==> src/rtl/uart_rx.sv <==
// uart_rx - 8N1 asynchronous serial receiver.
// Finds the start edge, times the half bit to mid-start itself, then
// enables the external baud generator so its strobe lands mid-bit for
// every data bit and the stop bit. Received bytes are offered on a
// valid/ready port; framing errors and overruns are one-cycle pulses.

module uart_rx #(
   parameter int DATA_BITS = 8,
   parameter int HALF_THR  = 521
) (
   input  logic                 clk,
   input  logic                 rstn,
   input  logic                 rxd,
   input  logic                 rx_br_stb,
   output logic                 rx_br_en,
   output logic [DATA_BITS-1:0] rx_data,
   output logic                 rx_valid,
   input  logic                 rx_ready,
   output logic                 frame_err,
   output logic                 overrun
);

   // bit_idx must be able to reach DATA_BITS
   localparam int                 IDX_W     = $clog2(DATA_BITS + 1);
   localparam logic [10:0]        HALF_LAST = 11'(HALF_THR - 1);
   localparam logic [IDX_W-1:0]   IDX_LAST  = IDX_W'(DATA_BITS - 1);

   typedef enum logic [1:0] {
      IDLE  = 2'd0,
      START = 2'd1,
      DATA  = 2'd2,
      STOP  = 2'd3
   } state_t;

   state_t               state;
   logic                 rxd_m;
   logic                 rxd_s;
   logic                 rxd_d;
   logic                 fall_edge;
   logic [10:0]          half_cnt;
   logic [IDX_W-1:0]     bit_idx;
   logic [DATA_BITS-1:0] shreg;

   // A start edge is a high-to-low step on the synchronised line; a line
   // that is merely held low (break) never produces one.
   assign fall_edge = ~rxd_s & rxd_d;

   // Two-flop synchroniser plus one delay stage for edge detection; idle is high.
   always_ff @(posedge clk or negedge rstn) begin
      if (!rstn) begin
         rxd_m <= 1'b1;
         rxd_s <= 1'b1;
         rxd_d <= 1'b1;
      end else begin
         rxd_m <= rxd;
         rxd_s <= rxd_m;
         rxd_d <= rxd_s;
      end
   end

   // Frame FSM with registered baud enable, output byte and status pulses.
   always_ff @(posedge clk or negedge rstn) begin
      if (!rstn) begin
         state     <= IDLE;
         half_cnt  <= '0;
         bit_idx   <= '0;
         shreg     <= '0;
         rx_br_en  <= 1'b0;
         rx_data   <= '0;
         rx_valid  <= 1'b0;
         frame_err <= 1'b0;
         overrun   <= 1'b0;
      end else begin
         // status flags are single-cycle pulses
         frame_err <= 1'b0;
         overrun   <= 1'b0;

         // consumer handshake; a frame completing this cycle overrides it below
         if (rx_valid && rx_ready) begin
            rx_valid <= 1'b0;
         end

         case (state)
            IDLE: begin
               rx_br_en <= 1'b0;
               if (fall_edge) begin
                  state    <= START;
                  half_cnt <= '0;
               end
            end

            START: begin
               // line back high before mid-start means a glitch, not a frame
               if (rxd_s) begin
                  state <= IDLE;
               end else if (half_cnt == HALF_LAST) begin
                  state    <= DATA;
                  rx_br_en <= 1'b1;
                  bit_idx  <= '0;
               end else begin
                  half_cnt <= half_cnt + 11'd1;
               end
            end

            DATA: begin
               if (rx_br_stb) begin
                  shreg   <= {rxd_s, shreg[DATA_BITS-1:1]};
                  bit_idx <= bit_idx + 1'b1;
                  if (bit_idx == IDX_LAST) begin
                     state <= STOP;
                  end
               end
            end

            STOP: begin
               if (rx_br_stb) begin
                  // dropping the enable re-zeros the generator for the next frame
                  state    <= IDLE;
                  rx_br_en <= 1'b0;
                  if (rxd_s) begin
                     rx_data  <= shreg;
                     rx_valid <= 1'b1;
                     overrun  <= rx_valid & ~rx_ready;
                  end else begin
                     frame_err <= 1'b1;
                  end
               end
            end

            default: begin
               state    <= IDLE;
               rx_br_en <= 1'b0;
            end
         endcase
      end
   end

endmodule
==> config.mk <==
export PLATFORM = sky130hd
export DESIGN_NAME = uart_rx
export DESIGN_NICKNAME = d
export VERILOG_FILES = /design/src/rtl/uart_rx.sv
export SDC_FILE = /design/constraint.sdc
export NUM_CORES = 1
export LEC_CHECK = 0
export CAP_MARGIN = 20
export CORE_MARGIN = 2
export CORE_UTILIZATION = 45
export CTS_BUF_LIST = sky130_fd_sc_hd__clkbuf_8
export DETAILED_ROUTE_END_ITERATION = 7
export HOLD_SLACK_MARGIN = 0.15
export MAX_ROUTING_LAYER = met4
export PLACE_DENSITY = 0.66
export SETUP_SLACK_MARGIN = 0.2
export SLEW_MARGIN = 40
export SYNTH_ARGS = -nofsm -noshare
export SYNTH_HDL_FRONTEND = slang
export SYNTH_SLANG_ARGS = --single-unit
==> constraint.sdc <==
create_clock -name clk -period 2.3 [get_ports clk]
set_input_delay 0.23 -clock clk [delete_from_list [all_inputs] [get_ports clk]]
set_output_delay 0.23 -clock clk [all_outputs]
set_load 0.02 [all_outputs]
==> results.py, run 1 <==
metrics = {
    "placement": {
        "routabilityCongestion": 0.886,
        "io_buffers": 16,
        "hpwl_um": 2160,
        "dp_slack_ns": 0.342,
    },
    "floorplan": {
        "num_io_pins": 17,
        "fp.dieH_um": 66.6,
        "initial_core_util_pct": 47.5,
        "core_area_um2": 3720,
        "die_area_um2": 4440,
        "die_w_um": 66.6,
        "num_rows": 22,
    },
    "sta": {
        "slew_violations": 0,
        "worstMarginPinSlew_ns": 0.492,
        "finalCritPeriodShare_pct": 85.6,
        "max_slew_margin_pct": 67.0,
        "rsz0062_at_grt": "false",
        "fmax_mhz": 508,
        "finClkSkew_ns": 0.00443,
        "finalHoldViolCount": 0,
        "finalSetupViolations": 0,
        "fin_ws_ns": 0.332,
        "tns_ns": 0,
        "min_period_ns": 1.97,
    },
    "clocking": {
        "htree_levels": 2,
        "clk_latency_ns": 0.29,
        "cts_root_buf": "clkbuf_8",
        "cts_buffers": 5,
        "tritoncts": "done",
        "path_clk_slew_ns": 0.08,
        "cts_num_sinks": 40,
        "cts_resized": 0,
        "cts_buffer_depth": 2,
    },
    "critical_path": {
        "max_stage_delay_ns": 0.49,
        "crit_path_start_kind": "register",
        "crit_slowest_cell": "dfrtp_1",
        "cp_cell_sequence": "or2_1 > or3_4 > or4_1 > a21oi_1",
        "critPathMaxFanout": 12,
        "arrival_ns": 2.19,
        "required_ns": 2.52,
        "critPathCaptureType": "register",
        "worstSetupPathType": "register to register",
        "reg2reg_depth": 4,
    },
    "synthesis": {
        "yosysMostFrequentCell": "dfrtp_1",
        "ys_top_cells_by_count": "dfrtp_1, nand2_1, nor2_1",
        "ys_types": 35,
        "syn_avg_cell_area_um2": 10.7,
        "synth_edf_count": 0,
        "netlist.area_leader.share_pct": 52.5,
        "synth-seq-cells": 40,
        "yosys.area.top_type": "dfrtp_1",
        "synth_area_leaders": "dfrtp_1, nand2_1, mux2_2",
        "ys_async_sr_fraction_pct": 100,
        "ys_warn_count": 0,
        "synth_nets": 173,
        "synth-seq-area-share_pct": 57.0,
        "synth_ff_type": "dfrtp_1",
        "syn_inst": 165,
        "syn_area_um2": 1760,
    },
    "final_layout": {
        "num_antenna_cells": 0,
        "area_growth_pct": 18.9,
        "layout-drive-gt1-share_pct": 15.3,
        "seqCellArea_um2": 1000,
        "nFillCells": 337,
        "multi_input_area_um2": 722,
        "nets": 197,
        "final_util_pct": 56.4,
    },
    "detailed_routing": {
        "dr.pass1.iters": 4,
        "drc": 0,
        "drt-total-wl_um": 3160,
        "wl_per_cell_um": 13.3,
        "drt_iter0_drc": 60,
        "dr_total_vias": 1252,
        "vias_per_cell": 5.26,
        "antenna_left": 0,
    },
    "global_route": {
        "grt_pass1_vias": 1294,
        "grt-ovfl-total": 0,
        "grt_pass1_wl_um": 5600,
        "grt_max_degree": 41,
        "track_usage_pct": 17.0,
        "antenna_found_initial": 0,
    },
    "outcome": {
        "outcome": "finished clean",
    },
    "pwr": {
        "p_leak_nw": 0.968,
        "power_density_nw_per_um2": 677,
        "ir_drop_v": 0.000469,
    },
    "hold_path": {
        "min_path_type": "input port to register",
        "hold_path_depth": 1,
    },
    "flow_run": {
        "cap_violations": 0,
    },
}
[worst paths after layout]
kind | startpoint | endpoint | slack, ns
max | register | half_cnt[10]$_DFFE_PN0P_ | 0.33
max reg2reg | register | half_cnt[10]$_DFFE_PN0P_ | 0.33
min | rxd | rxd_m$_DFF_PN1_ | 0.34
min in group asynchronous | rstn | half_cnt[10]$_DFFE_PN0P_ | 0.44
max in group asynchronous | rstn | rxd_d$_DFF_PN1_ | 1.49
min reg2reg | rxd_m$_DFF_PN1_ | rxd_s$_DFF_PN1_ | 0.36
[state kept, by name, summed over array words and instances (netlist names), named ones only]
signal     count
rx_br_en       1
rxd_d          1
half_cnt      11
bit_idx        4
rxd_s          1
overrun        1
rx_data        8
rxd_m          1
state          1
rx_valid       1
frame_err      1
shreg          8
[stage by stage]
| stage | std cells | area [um^2] | power [W] | hold WS (ns) |
|---|---|---|---|---|
| final | 238 | 2100 | 0.00142 | 0.342 |
| after global placement | 229 | 1990 | 0.000939 | 0.346 |
| after CTS | 238 | 2100 | 0.00144 | 0.340 |
| after global routing | 238 | 2100 | 0.00150 | 0.339 |
| after floorplan | 165 | 1760 | 0.000888 | -0.0656 |
| after detailed placement | 229 | 1990 | 0.000946 | 0.239 |
[logic make-up after synthesis]
kind of cell    synth area share, %
fa+ha+maj                      2.13
compound gates                 5.11
simple gates                   23.8
xor+xnor                       2.98
buf+inv                        2.13
mux                            6.95
flops                          57.0
[where the power goes]
part	switching [W]	internal [W]
logic	0.0000858	0.0000736
clock network	0.000246	0.000243
registers	0.0000343	0.000737
[cell usage in the layout (no fill, tap or decap), drive strengths merged, types with 3 or more instances in the layout]
cell type	count
buf	5
dfstp	3
or3	5
o21ai	5
nand4	4
nor2b	3
inv	4
clkbuf	6
a21oi	6
clkdlybuf4s50	15
nand2b	3
xnor2	4
nand3	6
nand2	33
nor2	13
ha	3
dfrtp	37
mux2	10
nor4	3
[area by class of cell]
| type | count | area share, % |
|---|---|---|
| clock buffers | 6 | 3.94 |
| flip-flops and latches | 40 | 47.9 |
| clock inverters | 2 | 0.716 |
| well taps | 48 | 2.86 |
| inverters | 4 | 0.716 |
| multi-input cells | 117 | 34.4 |
| repair buffers | 21 | 9.43 |
[critical path: cells and delay by family, from the launching register on]
kind	cells	cell delay, ns
simple gates	3	1.25
flops	1	0.49
compound gates	1	0.16
[layer usage]
metal,vias to the layer above,part of all wire [%],track usage (%)
met4,0,1.3,5.36
met3,5,2.6,4.05
li1,612,-,-
met5,-,0,-
met2,21,48,27.1
met1,614,47,21.6
[what timing repair did]
item                      4_1_cts  5_1_grt
setup buffers                   0        0
hold buffers                    1        0
hold endpoints to repair       37        0
(Power assumes the default switching activity.)
==> run 2, diff against run 1 <==
--- a/config.mk
+++ b/config.mk
@@ -11,2 +11,3 @@
 export CTS_BUF_LIST = sky130_fd_sc_hd__clkbuf_8
+export CTS_CLUSTER_DIAMETER = 40
 export DETAILED_ROUTE_END_ITERATION = 7
--- a/constraint.sdc
+++ b/constraint.sdc
@@ -3,2 +3,2 @@
 set_output_delay 0.23 -clock clk [all_outputs]
-set_load 0.02 [all_outputs]
+set_load 0.005 [all_outputs]
==> results of run 2 <==
Same layout as run 1: the final DEF is identical, and so are final timing and power.
